### src/rtl/temp_rom_pkg.sv
// rtl/temp_rom_pkg.sv - shared types and constants for the temperature ROM arbiter
package temp_rom_pkg;

    localparam int ROM_AW = 9;
    localparam int ROM_DW = 8;

    localparam logic UNIT_C2F = 1'b0;
    localparam logic UNIT_F2C = 1'b1;

    typedef enum logic [1:0] {
        IDLE  = 2'd0,
        ISSUE = 2'd1,
        WAIT  = 2'd2,
        RESP  = 2'd3
    } state_t;

endpackage

### src/rtl/temp_rom_arbiter_rr_arb2.sv
// rtl/temp_rom_arbiter_rr_arb2.sv - two-way round-robin grant logic
module rr_arb2 (
    input  logic [1:0] req,
    input  logic       ptr,
    output logic [1:0] gnt
);

    // A lone request wins outright; on contention the pointer picks the winner
    always_comb begin
        gnt = req;
        if (req == 2'b11) begin
            gnt = ptr ? 2'b10 : 2'b01;
        end
    end

endmodule

### src/rtl/temp_rom_arbiter.sv
// rtl/temp_rom_arbiter.sv - two-port sequencer in front of the temperature ROM
module temp_rom_arbiter
    import temp_rom_pkg::*;
#(
    parameter int AW = ROM_AW,
    parameter int DW = ROM_DW,
    parameter int CW = 16
) (
    input  logic            clk,
    input  logic            reset_n,
    input  logic [1:0]      req_valid,
    input  logic [1:0]      req_unit,
    input  logic [2*DW-1:0] req_value,
    output logic [1:0]      req_ready,
    output logic [1:0]      resp_valid,
    output logic [DW-1:0]   resp_data,
    input  logic [1:0]      resp_ready,
    output logic [AW-1:0]   rom_addr,
    input  logic [DW-1:0]   rom_data,
    output logic            busy,
    output logic [CW-1:0]   conv_count
);

    state_t        state;
    logic          ptr;
    logic          gidx;
    logic [1:0]    gnt;
    logic          sel;
    logic          sel_unit;
    logic [DW-1:0] sel_value;
    logic          resp_fire;

    rr_arb2 u_arb (
        .req (req_valid),
        .ptr (ptr),
        .gnt (gnt)
    );

    assign sel       = gnt[1];
    assign sel_unit  = sel ? req_unit[1] : req_unit[0];
    assign sel_value = sel ? req_value[2*DW-1:DW] : req_value[DW-1:0];
    assign resp_fire = (state == RESP) && resp_ready[gidx];

    assign req_ready  = (state == IDLE) ? gnt : 2'b00;
    assign resp_valid = (state == RESP) ? (gidx ? 2'b10 : 2'b01) : 2'b00;
    assign busy       = (state != IDLE);

    // Sequence one request at a time through the ROM's registered read
    always_ff @(posedge clk or negedge reset_n) begin
        if (!reset_n) begin
            state <= IDLE;
        end else begin
            case (state)
                IDLE:    if (|req_valid) state <= ISSUE;
                ISSUE:   state <= WAIT;
                WAIT:    state <= RESP;
                RESP:    if (resp_fire) state <= IDLE;
                default: state <= IDLE;
            endcase
        end
    end

    // Latch address and owner on accept, capture ROM data one cycle after issue
    always_ff @(posedge clk or negedge reset_n) begin
        if (!reset_n) begin
            rom_addr  <= '0;
            gidx      <= 1'b0;
            resp_data <= '0;
        end else begin
            if (state == IDLE && |req_valid) begin
                rom_addr <= AW'({sel_unit, sel_value});
                gidx     <= sel;
            end
            if (state == WAIT) begin
                resp_data <= rom_data;
            end
        end
    end

    // Pointer moves only on completion so a withdrawn request never skews fairness
    always_ff @(posedge clk or negedge reset_n) begin
        if (!reset_n) begin
            ptr        <= 1'b0;
            conv_count <= '0;
        end else if (resp_fire) begin
            ptr <= ~gidx;
            if (conv_count != {CW{1'b1}}) begin
                conv_count <= conv_count + CW'(1);
            end
        end
    end

endmodule

### config.mk
export PLATFORM = sky130hd
export DESIGN_NAME = temp_rom_arbiter
export DESIGN_NICKNAME = d
export VERILOG_FILES = /design/src/rtl/temp_rom_pkg.sv /design/src/rtl/temp_rom_arbiter_rr_arb2.sv /design/src/rtl/temp_rom_arbiter.sv
export SDC_FILE = /design/constraint.sdc
export NUM_CORES = 1
export LEC_CHECK = 0
export CORE_MARGIN = 4
export CORE_UTILIZATION = 48
export CTS_BUF_LIST = sky130_fd_sc_hd__clkbuf_4
export DETAILED_ROUTE_END_ITERATION = 8
export GPL_ROUTABILITY_DRIVEN = 0
export HOLD_SLACK_MARGIN = 0.06
export PLACE_DENSITY = 0.88
export SETUP_SLACK_MARGIN = 0.1
export SLEW_MARGIN = 20
export SYNTH_ARGS = -nofsm -noshare
export SYNTH_HDL_FRONTEND = slang
export SYNTH_SLANG_ARGS = --single-unit
### constraint.sdc
create_clock -name clk -period 2.5 [get_ports clk]
set_input_delay 0.375 -clock clk [delete_from_list [all_inputs] [get_ports clk]]
set_output_delay 0.375 -clock clk [all_outputs]
set_load 0.05 [all_outputs]
==> flow_summary.json, run 1 <==
{
  "status": "finished, final reports clean",
  "final_util": 0.745,
  "cts_tree": "yes",
  "min_period_ns": 2.30,
  "clock-skew-final_ns": 0.00578,
  "synth_top_area_frac": 0.529,
  "synth.area.top_cells": "dfrtp_1, mux2_2, mux2i_1, xor2_1, nand2_1",
  "area_growth_pct": 45.5,
  "syn_nets": 189,
  "cts.sinks": 37,
  "synth_area_sq_um": 1750,
  "vdd_drop_max_mv": 0.765,
  "pre_cts_ws_ns": 0.456,
  "grt-ovfl-total": 0,
  "die_w_um": 68.4,
  "grt_setup_unrepaired": "no",
  "core-area_sq_um": 3420,
  "placedCellCount": 267,
  "netlist_top_cells_count": "dfrtp_1, nand2_1, o21ai_0, xor2_1, mux2i_1",
  "clkSlewWorstSetupHoldPaths_ns": 0.10,
  "dp_hpwl_mm": 3.24,
  "grt_pass1_vias": 1486,
  "total_leakage_power_nw": 1.16,
  "nets": 264,
  "layout_setup_ws_ns": 0.203,
  "yosys.cell_count.top_type": "dfrtp_1",
  "clkLatencyLatePin_ns": 0.34,
  "die_y_um": 68.4,
  "diodes": 0,
  "setup_tns_ns": 0,
  "worst_path_max_delay_cell": "clkdlybuf4s50_1",
  "htreeDepth": 2,
  "async_reset_ff_frac": 1.00,
  "synth_cells": 153,
  "max_stage_delay_ns": 0.81,
  "r2r_start": "conv_count[0]",
  "grt_usage": 0.196,
  "critPathArrivalTime_ns": 1.92,
  "max_cap_violations": 0,
  "fin_crit_sh": 0.919,
  "ys_warn_count": 0,
  "drive_gt1_frac": 0.123,
  "drc_errors": 0,
  "antenna_found_initial": 0,
  "hold_violations": 0,
  "worstSetupEndpointType": "output port",
  "cp-start-kind": "flop",
  "post_dp_cell_area_sq_um": 2490,
  "drtPass1Iterations": 4,
  "wire_per_inst_um": 15.0,
  "grt_max_degree": 38,
  "report.final.slew_viol_count": 0,
  "crit_chain": "ha_1, and2_1, clkdlybuf4s50_1",
  "clockBufferDepth": 2,
  "tightestPinTransition_ns": 0.804,
  "start_util": 0.512,
  "max_slew_margin": 0.464,
  "grt_pass1_wl_mm": 6.70,
  "ant_nets": 0,
  "critPathTopFamily": "buffers and inverters",
  "pin_count": 70,
  "dieArea_sq_um": 4670,
  "rows": 21,
  "ys_ff_latch": 37,
  "power.density_nw_per_um2": 1180,
  "critical_path.max_fanout": 5,
  "syn_avg_cell_area_sq_um": 11.4,
  "synth-edff-count": 0,
  "hold_class": "in2async",
  "via_per_inst": 5.23,
  "critPathKind": "reg2out",
  "vias": 1432,
  "crit_start": "state[1]",
  "cts_root_buf": "clkbuf_4",
  "fmax_mhz": 435,
  "ys_types": 35,
  "drt-total-wl_mm": 4.12,
  "required_ns": 2.12,
  "setup_viol": 0,
  "drt_iter0_markers": 83,
  "synth-seq-area-share": 0.529,
  "cp_num_buf_inv": 1,
  "cts_buffers": 5,
  "port-buffer-count": 69,
  "yosys_most_used_dff": "dfrtp_1",
  "yosysTopAreaCell": "dfrtp_1",
  "layout.cells.non_filler": 274,
  "final_cell_area_sq_um": 2540
}
-- stage by stage --
stage,hold slack [ns],power [mW]
detailed placement,0.475,2.75
finish,0.112,3.01
global route,0.172,3.19
floorplan,0.0794,2.12
CTS,0.137,3.05
global placement,0.462,2.68
-- worst paths after layout --
path / end / slack, ns / depth (start not counted)
setup / recovery: resp_valid[1] / 0.20 / 3
hold / removal: conv_count[8] / 0.11 / 1
setup reg to reg: conv_count[1] / 0.53 / 5
hold reg to reg: rom_addr[7] / 0.50 / 2
max in group asynchronous: resp_data[0] / 1.88 / 1
min in group clk: rom_addr[7] / 0.50 / 2
-- power by group --
group | internal [mW] | switching, mW
sequential | 0.810 | 0.165
combinational | 0.634 | 1.11
clock | 0.113 | 0.185
-- registers in the layout (all words and copies together), names as in the netlist --
register	cells
conv_count	16
rom_addr	9
resp_data	8
state	2
gidx	1
ptr	1
-- logic make-up after synthesis --
group,count (synthesis),share of synthesized area
adders and majority gates,4,0.0286
AOI/OAI and AO/OA,19,0.0637
buffers and inverters,10,0.0222
DFF,37,0.529
xor gates and xnor gates,12,0.0601
muxes,22,0.137
and+or+nand+nor,49,0.160
-- cell type report --
class | count | area, sq um
timing repair buffer | 71 | 697
sequential | 37 | 926
inverter | 7 | 26.3
clock inverter | 1 | 3.75
fill | 247 | 871
multi-input combinational | 106 | 790
clock buffer | 6 | 45.0
tap | 46 | 57.6
-- per-layer routing --
layer	part of all wire	global-route usage
met1	0.38	0.220
met5	0	0
met4	0.0087	0.0447
met3	0.096	0.0920
met2	0.51	0.336
-- repair_timing --
item / in CTS / in global routing
resized for setup: 1 / 1
endpoints found under the setup margin: 1 / 1
setup buffers: 0 / 0
hold buffers: 0 / 0
cloned: 0 / 0
-- cell usage in the layout, fill, tap and decap left out, types with 2 or more instances in the layout --
cell             count
nand4_1              4
nor3_1               4
mux2i_1             10
ha_1                 4
and4_1               2
mux2_1               2
mux2_2               9
inv_1                7
nor3_2               2
o21ai_0             10
nand3_1              4
a31oi_1              2
xor2_1              11
dfrtp_1             37
nor3b_1              2
buf_4                4
and3_1               2
o21ai_1              2
clkdlybuf4s50_1     64
nand2_1             15
clkbuf_4             6
nor2_1               7
-- worst register-to-register path, stage by stage (launching register included) --
cell,delay (ns)
dfrtp_1,0.42
ha_1,0.26
nand3_1,0.14
nor4_2,0.58
nor2_2,0.11
mux2_1,0.34
Note: power is estimated with default switching activity, not from simulation.
==> inputs of run 2 (changes only) <==
Settings changed: SKIP_CTS_REPAIR_TIMING set to 1.
==> flow_summary.json, run 2 (same netlist as run 1, synthesis figures left out) <==
{
  "core-area_sq_um": 3420,
  "vias": 1432,
  "grt-ovfl-total": 0,
  "largest_reg_flops": 16,
  "start_util": 0.512,
  "cts_tree": "yes",
  "max_slew_margin": 0.464,
  "clock-skew-final_ns": 0.00577,
  "status": "finished, final reports clean",
  "grt_max_degree": 38,
  "final_cell_mix": "clkdlybuf4s50_1, dfrtp_1, nand2_1, xor2_1",
  "min_period_ns": 2.30,
  "port-buffer-count": 69,
  "area_growth_pct": 45.7,
  "die_y_um": 68.4,
  "dp_hpwl_mm": 3.24,
  "regMostFlops": "conv_count",
  "drtPass1Iterations": 4,
  "ant_nets": 0,
  "clkLatencyLatePin_ns": 0.34,
  "grt_pass1_vias": 1486,
  "report.final.slew_viol_count": 0,
  "largest_registers": "conv_count x16, rom_addr x9, resp_data x8",
  "vdd_drop_max_mv": 0.771,
  "critical_path.max_fanout": 5,
  "final_cell_area_sq_um": 2550,
  "cts_buffers": 5,
  "cp-start-kind": "flop",
  "via_per_inst": 5.23,
  "drt-total-wl_mm": 4.12,
  "total_leakage_power_nw": 1.18,
  "tightestPinTransition_ns": 0.804,
  "clockBufferDepth": 2,
  "fmax_mhz": 435,
  "power.density_nw_per_um2": 1180,
  "setup_tns_ns": 0,
  "worstSetupEndpointType": "output port",
  "cts.sinks": 37,
  "nets": 264,
  "grt_usage": 0.196,
  "die_w_um": 68.4,
  "fin_crit_sh": 0.919,
  "critPathKind": "reg2out",
  "hold_violations": 0,
  "critPathArrivalTime_ns": 1.92,
  "post_dp_cell_area_sq_um": 2490,
  "drc_errors": 0,
  "hold_class": "in2async",
  "clkSlewWorstSetupHoldPaths_ns": 0.10,
  "required_ns": 2.12,
  "grt_setup_unrepaired": "no",
  "antenna_found_initial": 0,
  "wire_per_inst_um": 15.0,
  "diodes": 0,
  "pin_count": 70,
  "drt_iter0_markers": 77,
  "htreeDepth": 2,
  "cts_root_buf": "clkbuf_4",
  "max_cap_violations": 0,
  "p_total_mw": 3.02,
  "dieArea_sq_um": 4670,
  "final_common_cell": "clkdlybuf4s50_1",
  "grt_pass1_wl_mm": 6.70,
  "rows": 21,
  "setup_viol": 0,
  "drive_gt1_frac": 0.123
}
==> run 2: changes by cell type in the layout (fill, tap and decap cells not counted) <==
cell / previous run / this run
dlygate4sd2_1: 1 / 0
dlymetal6s2s_1: 1 / 2
==> run 2: cell type report <==
| cell class | count | area (sq um) |
|---|---|---|
| Timing Repair Buffer | 71 | 701 |
| Clock buffer | 6 | 45.0 |
| Fill cell | 247 | 867 |
| Clock inverter | 1 | 3.75 |
| Inverter | 7 | 26.3 |
| Sequential cell | 37 | 926 |
| Multi-Input combinational cell | 106 | 790 |
| Tap cell | 46 | 57.6 |
==> run 2: metal layers <==
layer / GRT usage / share of wire / up-vias
met5: 0 / 0 / -
met3: 0.0920 / 0.096 / 4
met2: 0.336 / 0.51 / 55
met1: 0.220 / 0.38 / 683
li1: - / - / 690
met4: 0.0447 / 0.0087 / 0
==> run 2: critical path: stages (launching register included) <==
cell	delay [ns]
dfrtp_1	0.40
ha_1	0.22
and2_1	0.15
clkdlybuf4s50_1	0.81
==> run 2: where the power goes <==
part	internal, mW	leakage [nW]	switching (mW)
Sequential	0.810	0.454	0.165
Clock	0.113	0.0292	0.185
Combinational	0.639	0.692	1.11
Total	1.56	1.18	1.46
==> run 2: final timing paths <==
path                                    start             to  slack, ns  cells past startpoint
worst max-delay path                 state[1]  resp_valid[1]       0.20                      3
worst min-delay path                  reset_n  conv_count[8]       0.11                      1
worst max register to register  conv_count[0]  conv_count[1]       0.53                      5
worst min register to register    rom_addr[7]    rom_addr[7]       0.50                      2
max in group asynchronous             reset_n   resp_data[0]       1.88                      1
min in group clk                  rom_addr[7]    rom_addr[7]       0.50                      2
==> run 2: stage by stage <==
| step | setup WS [ns] | instances | hold WS [ns] | utilization |
|---|---|---|---|---|
| after floorplan | 0.418 | 153 | 0.0794 | - |
| after global placement | 0.481 | 267 | 0.462 | 0.730 |
| after detailed placement | 0.456 | 267 | 0.475 | 0.730 |
| after CTS | 0.0664 | 274 | 0.137 | 0.745 |
| after global routing | 0.131 | 274 | 0.172 | 0.746 |
| final | 0.203 | 274 | 0.112 | 0.746 |
